===== config.mk =====
export PLATFORM = sky130hd
export DESIGN_NAME = mult_datapath_flat
export DESIGN_NICKNAME = d
export VERILOG_FILES = /design/src/rtl/mult_pkg.sv /design/src/rtl/mult_datapath_if.sv /design/src/rtl/mult_datapath_add_sub9.sv /design/src/rtl/mult_datapath.sv /design/src/flat_wrapper.sv
export SDC_FILE = /design/constraint.sdc
export NUM_CORES = 1
export LEC_CHECK = 0
export CELL_PAD_IN_SITES_DETAIL_PLACEMENT = 0
export CELL_PAD_IN_SITES_GLOBAL_PLACEMENT = 1
export CORE_MARGIN = 2
export CORE_UTILIZATION = 36
export DETAILED_ROUTE_END_ITERATION = 12
export PLACE_DENSITY_LB_ADDON = 0.1
export SYNTH_ARGS = -nofsm -noshare
export SYNTH_HDL_FRONTEND = slang
export SYNTH_SLANG_ARGS = --single-unit

===== constraint.sdc =====
create_clock -name Clk -period 2.4 [get_ports Clk]
set_clock_uncertainty 0.05 [all_clocks]
set_input_delay 0.48 -clock Clk [delete_from_list [all_inputs] [get_ports Clk]]
set_output_delay 0.48 -clock Clk [all_outputs]
set_load 0.05 [all_outputs]

===== src/rtl/mult_pkg.sv =====
// Shared definitions for the signed shift-add multiplier datapath:
// operand width and the decoded command encoding.
package mult_pkg;

    localparam int MULT_WIDTH = 8;

    // One decoded command per cycle, after priority resolution of the strobes.
    typedef enum logic [2:0] {
        OP_NONE,
        OP_CLRLD,
        OP_ADD,
        OP_SUB,
        OP_SHIFT
    } op_t;

endpackage


===== src/rtl/mult_datapath_if.sv =====
// Command/operand bus between the multiplier control FSM (master) and
// the register datapath (slave).
interface mult_datapath_if
    import mult_pkg::*;
#(
    parameter int WIDTH = MULT_WIDTH
);
    logic             Clr_Ld;
    logic             Shift;
    logic             Add;
    logic             Sub;
    logic [WIDTH-1:0] S;
    logic [WIDTH-1:0] Aval;
    logic [WIDTH-1:0] Bval;
    logic             Xval;
    logic             M;
    logic             Done;

    modport master (
        output Clr_Ld, Shift, Add, Sub, S,
        input  Aval, Bval, Xval, M, Done
    );

    modport slave (
        input  Clr_Ld, Shift, Add, Sub, S,
        output Aval, Bval, Xval, M, Done
    );
endinterface


===== src/rtl/mult_datapath_add_sub9.sv =====
// Combinational sign-extended adder used for both Add and Sub:
// subtraction inverts the b operand and injects a carry-in of 1.
module add_sub9 #(
    parameter int W = 9
) (
    input  logic [W-1:0] a,
    input  logic [W-1:0] b,
    input  logic         inv_b,
    input  logic         cin,
    output logic [W-1:0] sum
);
    logic [W-1:0] b_eff;

    // Conditionally complement the second operand; carry wraps out of the top bit.
    always_comb begin
        b_eff = inv_b ? ~b : b;
        sum   = a + b_eff + W'(cin);
    end
endmodule


===== src/rtl/mult_datapath.sv =====
// X/A/B register chain of the 8-bit signed shift-add multiplier.
// Executes Clr_Ld > Sub > Add > Shift strobes from the control FSM.
// Optional feature: define MULT_DP_SHIFTCNT_EN to build the shift counter
// that drives Done; otherwise Done is constant 0.
module mult_datapath
    import mult_pkg::*;
#(
    parameter int WIDTH = MULT_WIDTH
) (
    input  logic            Clk,
    input  logic            Reset,
    mult_datapath_if.slave  bus
);
    logic [WIDTH-1:0] a_reg, a_next;
    logic [WIDTH-1:0] b_reg, b_next;
    logic             x_reg, x_next;
    logic [WIDTH:0]   sum;
    logic             is_sub;
    op_t              op;

    // Priority decode: a higher-priority strobe masks all lower ones.
    always_comb begin
        op = OP_NONE;
        if (bus.Clr_Ld)     op = OP_CLRLD;
        else if (bus.Sub)   op = OP_SUB;
        else if (bus.Add)   op = OP_ADD;
        else if (bus.Shift) op = OP_SHIFT;
    end

    assign is_sub = (op == OP_SUB);

    add_sub9 #(.W(WIDTH + 1)) u_add_sub (
        .a     ({a_reg[WIDTH-1], a_reg}),
        .b     ({bus.S[WIDTH-1], bus.S}),
        .inv_b (is_sub),
        .cin   (is_sub),
        .sum   (sum)
    );

    // Next-state of the X:A:B chain; everything holds when no strobe wins.
    always_comb begin
        a_next = a_reg;
        b_next = b_reg;
        x_next = x_reg;
        case (op)
            OP_CLRLD: begin
                a_next = '0;
                x_next = 1'b0;
                b_next = bus.S;
            end
            OP_ADD, OP_SUB: begin
                a_next = sum[WIDTH-1:0];
                x_next = sum[WIDTH];
            end
            OP_SHIFT: begin
                a_next = {x_reg, a_reg[WIDTH-1:1]};
                b_next = {a_reg[0], b_reg[WIDTH-1:1]};
            end
            default: ;
        endcase
    end

    // Register chain with asynchronous clear.
    always_ff @(posedge Clk or negedge Reset) begin
        if (!Reset) begin
            a_reg <= '0;
            b_reg <= '0;
            x_reg <= 1'b0;
        end else begin
            a_reg <= a_next;
            b_reg <= b_next;
            x_reg <= x_next;
        end
    end

    assign bus.Aval = a_reg;
    assign bus.Bval = b_reg;
    assign bus.Xval = x_reg;
    assign bus.M    = b_reg[0];

`ifdef MULT_DP_SHIFTCNT_EN
    localparam int                CNT_W   = $clog2(WIDTH + 1);
    localparam logic [CNT_W-1:0]  CNT_MAX = CNT_W'(WIDTH);

    logic [CNT_W-1:0] cnt_reg, cnt_next;
    logic             done_reg;

    // Count executed shifts since the last load, saturating at WIDTH.
    always_comb begin
        cnt_next = cnt_reg;
        if (op == OP_CLRLD)
            cnt_next = '0;
        else if (op == OP_SHIFT && cnt_reg != CNT_MAX)
            cnt_next = cnt_reg + CNT_W'(1);
    end

    // Counter and registered Done flag, cleared with the datapath.
    always_ff @(posedge Clk or negedge Reset) begin
        if (!Reset) begin
            cnt_reg  <= '0;
            done_reg <= 1'b0;
        end else begin
            cnt_reg  <= cnt_next;
            done_reg <= (cnt_next == CNT_MAX);
        end
    end

    assign bus.Done = done_reg;
`else
    assign bus.Done = 1'b0;
`endif

endmodule


===== src/flat_wrapper.sv =====
// flat-port wrapper written by rule: the top's interface ports become plain ports
module mult_datapath_flat import mult_pkg::*;
#(
    parameter int WIDTH = MULT_WIDTH
)
  (Clk, Reset, bus_Clr_Ld, bus_Shift, bus_Add, bus_Sub, bus_S, bus_Aval, bus_Bval, bus_Xval, bus_M, bus_Done);
  mult_datapath_if #(.WIDTH(WIDTH)) bus_i ();
  input  logic Clk;
  input  logic Reset;
  input wire logic [$bits(bus_i.Clr_Ld)-1:0] bus_Clr_Ld;
  input wire logic [$bits(bus_i.Shift)-1:0] bus_Shift;
  input wire logic [$bits(bus_i.Add)-1:0] bus_Add;
  input wire logic [$bits(bus_i.Sub)-1:0] bus_Sub;
  input wire logic [$bits(bus_i.S)-1:0] bus_S;
  output wire logic [$bits(bus_i.Aval)-1:0] bus_Aval;
  output wire logic [$bits(bus_i.Bval)-1:0] bus_Bval;
  output wire logic [$bits(bus_i.Xval)-1:0] bus_Xval;
  output wire logic [$bits(bus_i.M)-1:0] bus_M;
  output wire logic [$bits(bus_i.Done)-1:0] bus_Done;
  assign bus_i.Clr_Ld = bus_Clr_Ld;
  assign bus_i.Shift = bus_Shift;
  assign bus_i.Add = bus_Add;
  assign bus_i.Sub = bus_Sub;
  assign bus_i.S = bus_S;
  assign bus_Aval = bus_i.Aval;
  assign bus_Bval = bus_i.Bval;
  assign bus_Xval = bus_i.Xval;
  assign bus_M = bus_i.M;
  assign bus_Done = bus_i.Done;
  mult_datapath #(.WIDTH(WIDTH)) u_core (.Clk(Clk), .Reset(Reset), .bus(bus_i));
endmodule

# [After elaboration in Yosys (flattened, before gate mapping)]
# Index checks and enable logic that the tools add are counted.
[classes] multipliers=0 n_lt_le_gt_ge=0 bitwise=1 n_shift=0 n_mux=8 n_reduce_logical=4 div=0 add_sub_neg=2 eq_ne=4
[ops] operator="$pmux W8 S3" count=1
[ops] operator="$pmux W8 S2" count=1
[ops] operator="$mux W3" count=4
[ops] operator="$add A9 B1 Y9" count=1
[ops] operator="$add A9 B9 Y9" count=1
[ops] operator="$mux W9" count=1
[ops] operator="$not A9 Y9" count=1
[ops] operator="$eq A3 B2 Y1 const B" count=2
[ops] operator="$reduce_bool A2 Y1" count=2
[ops] operator="$eq A3 B1 Y1 const B" count=1
[ops] operator="$eq A3 B3 Y1 const B" count=1
[ops] operator="$reduce_bool A3 Y1" count=1
[ops] operator="$pmux W1 S2" count=1
[ops] operator="$reduce_or A2 Y1" count=1
[totals] in_bits=14 latch_bits=0 output_inout_bits=19 rom_bits=0 elab_cells=22 mem_bits_rw=0 memories=0 regBits=17

# [Depth between registers and ports, before layout]
[logic_depth] depth_word=9 ltp_mapped=9 mapped_depth_nobuf=7

# [Cells and area by module]
# A second synthesis with hierarchy kept.
[hier_totals] hier_cells=145 hier_area_um2=1283.7
[by_module_without_submodules] module="mult_datapath" seq_area_each_um2=425.4 cells_each=78 instances=1 area_each_um2=802.0
[by_module_without_submodules] module="add_sub9" seq_area_each_um2=0.0 cells_each=67 instances=1 area_each_um2=481.7

# [Least setup slack after synthesis]
# No wires, ideal clock.
[synth_path] path_type="input to register" startpoint="in bus_Clr_Ld" endpoint="reg u_core.a_reg[7], in the netlist u_core.bus.Aval[7]" arrival_ns=2.538 path_buffers=2 setup_slack_ns=-0.257 cell_stages=9 t_required_ns=2.281 setup_time_ns=0.069 path_cell_list="clkbuf_1 -> or2b_1 -> clkbuf_1 -> xnor2_1 -> ha_1 -> nor3_1 -> a2111oi_4 -> a311o_2 -> nand3_1"
[synth_via] elab_chain_len=6 word_cells_on_any_way=11 classes_between="add/sub: 2; eq/ne: 4; mux: 3; reduce/logical: 2"
[synth_lines] item="start: declaration" line_no="flat_wrapper.sv:10" source="input wire logic [$bits(bus_i.Clr_Ld)-1:0] bus_Clr_Ld;"
[synth_lines] item="$mux W3 *" line_no="mult_datapath.sv:24" source="if (bus.Clr_Ld) op = OP_CLRLD;"
[synth_lines] item="$eq A3 B2 Y1" line_no="mult_datapath.sv:30, mult_datapath.sv:45"
[synth_lines] item="$mux W9" line_no="mult_datapath_add_sub9.sv:16" source="b_eff = inv_b ? ~b : b;"
[synth_lines] item="$add A9 B9 Y9" line_no="mult_datapath_add_sub9.sv:17" source="sum = a + b_eff + W'(cin);"
[synth_lines] item="$add A9 B1 Y9" line_no="mult_datapath_add_sub9.sv:17"
[synth_lines] item="$pmux W8 S3" line_no="mult_datapath.sv:45" source="case (op)"
[synth_lines] item="end signal: assignment" line_no="mult_datapath.sv:70" source="a_reg <= a_next;"
[synth_lines] item="end: declaration" line_no="mult_datapath.sv:14" source="logic [WIDTH-1:0] a_reg, a_next;"
# Mark *: on every way between the ends. The rest lies on a longest branch, timed or not.
# A chain may end at the register's enable or synchronous reset.

# [Worst setup path in the final report]
[layout_path] startpoint="reg u_core.a_reg[0], in the netlist u_core.bus.Aval[0]" endpoint="out bus_Aval[0]"
[layout_rtl] item="end: declaration" line_no="flat_wrapper.sv:15" source="output wire logic [$bits(bus_i.Aval)-1:0] bus_Aval;"
# No word-level cell between the ends.

==> results.json <==
{
  "synth_area_leaders": "dfrtp_1 (33%), mux2i_1 (11%), ha_1 (8.7%), xnor2_1 (6.1%), a211oi_1 (5.2%)",
  "grt_pass1_wl_mm": 5.67,
  "slowest_delay_ns": 0.87,
  "wirelength_mm": 3.46,
  "start_util_pct": 38.1,
  "timing.hold.ws_ns": 0.445,
  "rsz0062_at_grt": "no",
  "crit_type": "reg2out",
  "cp-end-kind": "output port",
  "cts_sinks": 17,
  "synth_cell_types": 34,
  "dr.pass1.iters": 4,
  "crit_buf_inv": 1,
  "final_cell_mix": "clkdlybuf4s50_1 (29), buf_4 (23), dfrtp_1 (17), nand2_1 (16), mux2i_1 (14)",
  "power_leakage_nw": 0.851,
  "crit_chain": "clkdlybuf4s50_1",
  "die_h_um": 63.9,
  "worst_skew_pair.late_latency_ns": 0.30,
  "ys_seq_elements": 17,
  "timing.rr.end": "u_core.bus.Xval",
  "drc": 0,
  "synth_edf_count": 0,
  "grt_max_degree": 28,
  "cts-root-buf": "clkbuf_4",
  "antenna_found_initial": 0,
  "required_ns": 1.87,
  "ctsHoldBuffers": 0,
  "dieArea_um2": 4090,
  "synth_area_um2": 1290,
  "worst_path_dominant_cell_family": "buffers and inverters",
  "period_share_pct": 93.8,
  "fmax_mhz": 444,
  "drive_gt1_share_pct": 25.7,
  "hpwl_mm": 2.54,
  "cp.arrival_ns": 1.72,
  "rrSetupSlack_ns": 0.56,
  "avgSynthCellArea_um2": 9.17,
  "port_buffers": 31,
  "status": "complete, no violations",
  "cpMaxStageDelayCell": "clkdlybuf4s50_1",
  "vias": 1230,
  "crit_fanout": 6,
  "maxCapViolations": 0,
  "rows": 21,
  "powerDensity_nw_per_um2": 719,
  "seq_area_frac_synth_pct": 32.9,
  "antenna_left": 0,
  "htreeDepth": 1,
  "power_mw": 1.44,
  "netlist.area_leader.share_pct": 32.9,
  "syn_inst": 141,
  "path_clk_slew_ns": 0.12,
  "overflow": 0,
  "ir_worst_vdd_mv": 0.297,
  "synth_top_area_cell": "dfrtp_1",
  "synth_fp_nets": 165,
  "layout_commonest_cell": "clkdlybuf4s50_1",
  "grt_pass1_vias": 1199,
  "slew_violations": 0,
  "boundaryPins": 33,
  "gp_congestion": 0.767,
  "tightest_slew_ns": 0.505,
  "synthArstFlopShare_pct": 100,
  "routedWlPerCell_um": 14.6,
  "timing.final.hold_violations": 0,
  "grtUsageTotal_pct": 17.5,
  "cts_tree": "done",
  "core-area_um2": 3390,
  "syn2layout_area_growth_pct": 55.5,
  "ys.flop_type": "dfrtp_1",
  "ys_warn_count": 0,
  "start_kind": "flop",
  "hold_class": "in2async",
  "diodes": 0,
  "setup_viol": 0,
  "fin_crit_ns": 2.25,
  "r2r_start": "u_core.bus.Aval[0]",
  "drtIter0Drc": 54,
  "vias_per_cell": 5.19,
  "chipWidth_um": 63.9,
  "cts_buffers": 3,
  "nNetsFinal": 216,
  "cts_buffer_depth": 2,
  "r2r_cells": 7,
  "slew_headroom_pct": 66.2
}
routing by layer:
layer / share of wire [%] / global-route usage, % / routed length [µm]
met5: 0 / 0 / 0
met4: 0.38 / 4.89 / 13
met2: 53 / 30.3 / 1820
met1: 44 / 22.7 / 1540
met3: 2.5 / 2.29 / 85
sequential cells by signal, indices dropped and copies added (netlist names):
name	cells
u_core.bus.Aval	8
u_core.bus.Bval	8
u_core.bus.Xval	1
how the worst max path moves through the flow:
stage,from,to,slack [ns],depth (start not counted)
finish,u_core.bus.Aval[0],bus_Aval[0],0.15,1
global route,u_core.bus.Aval[0],bus_Aval[0],0.07,1
CTS,bus_Sub,u_core.bus.Aval[6],-0.009,8
detailed placement,bus_Sub,u_core.bus.Aval[5],-0.55,8
global placement,bus_Sub,u_core.bus.Aval[5],-0.51,8
floorplan,bus_Clr_Ld,u_core.bus.Aval[7],0.01,9
area by class of cell:
cell class	count	area (µm²)
clock buffers	3	22.5
clock inverters	1	5.00
fillers	296	1380
well taps	46	57.6
inverters	1	3.75
multi-input cells	113	967
flip-flops and latches	17	425
repair buffers	56	528
power breakdown:
group | total (mW) | switching (mW) | internal (mW)
logic | 0.874 | 0.475 | 0.398
clock network | 0.170 | 0.108 | 0.0621
registers | 0.402 | 0.0657 | 0.336
total | 1.44 | 0.649 | 0.796
what timing repair did:
action / 4_1_cts / 5_1_grt
pin swaps: 3 / 4
setup buffers: 0 / 4
resized for setup: 8 / 14
endpoints found under the setup margin: 5 / 6
synth_stat cells, drive strengths merged, types with 2 or more instances:
library cell	n
nor3	4
nor2b	3
a21oi	7
clkbuf	6
o21ai	13
buf	4
ha	9
nor2	7
mux2i	14
xnor2	9
a211oi	9
xor2	2
dfrtp	17
nand2	16
nand3	3
per-stage QoR:
step | utilization [%] | setup TNS [ns] | instances | cell area [µm²] | worst slack (ns)
after detailed placement | 52.8 | -2.93 | 229 | 1790 | -0.555
after floorplan | - | 0 | 141 | 1310 | 0.0115
after CTS | 54.8 | -0.0122 | 233 | 1860 | -0.00883
after global placement | 52.8 | -2.45 | 229 | 1790 | -0.507
final | 59.3 | 0 | 237 | 2010 | 0.149
after global routing | 59.3 | 0 | 237 | 2010 | 0.0707
cell families after synthesis:
| family | count (synthesis) | share of synthesized area [%] |
|---|---|---|
| and+or+nand+nor | 43 | 16.5 |
| AOI/OAI and AO/OA | 34 | 17.8 |
| DFF | 17 | 32.9 |
| muxes | 14 | 10.8 |
| xor gates and xnor gates | 11 | 7.45 |
| buffers and inverters | 11 | 3.97 |
| adders and majority gates | 10 | 10.3 |
| other | 1 | 0.290 |
Power figures use the tool's default switching activity.
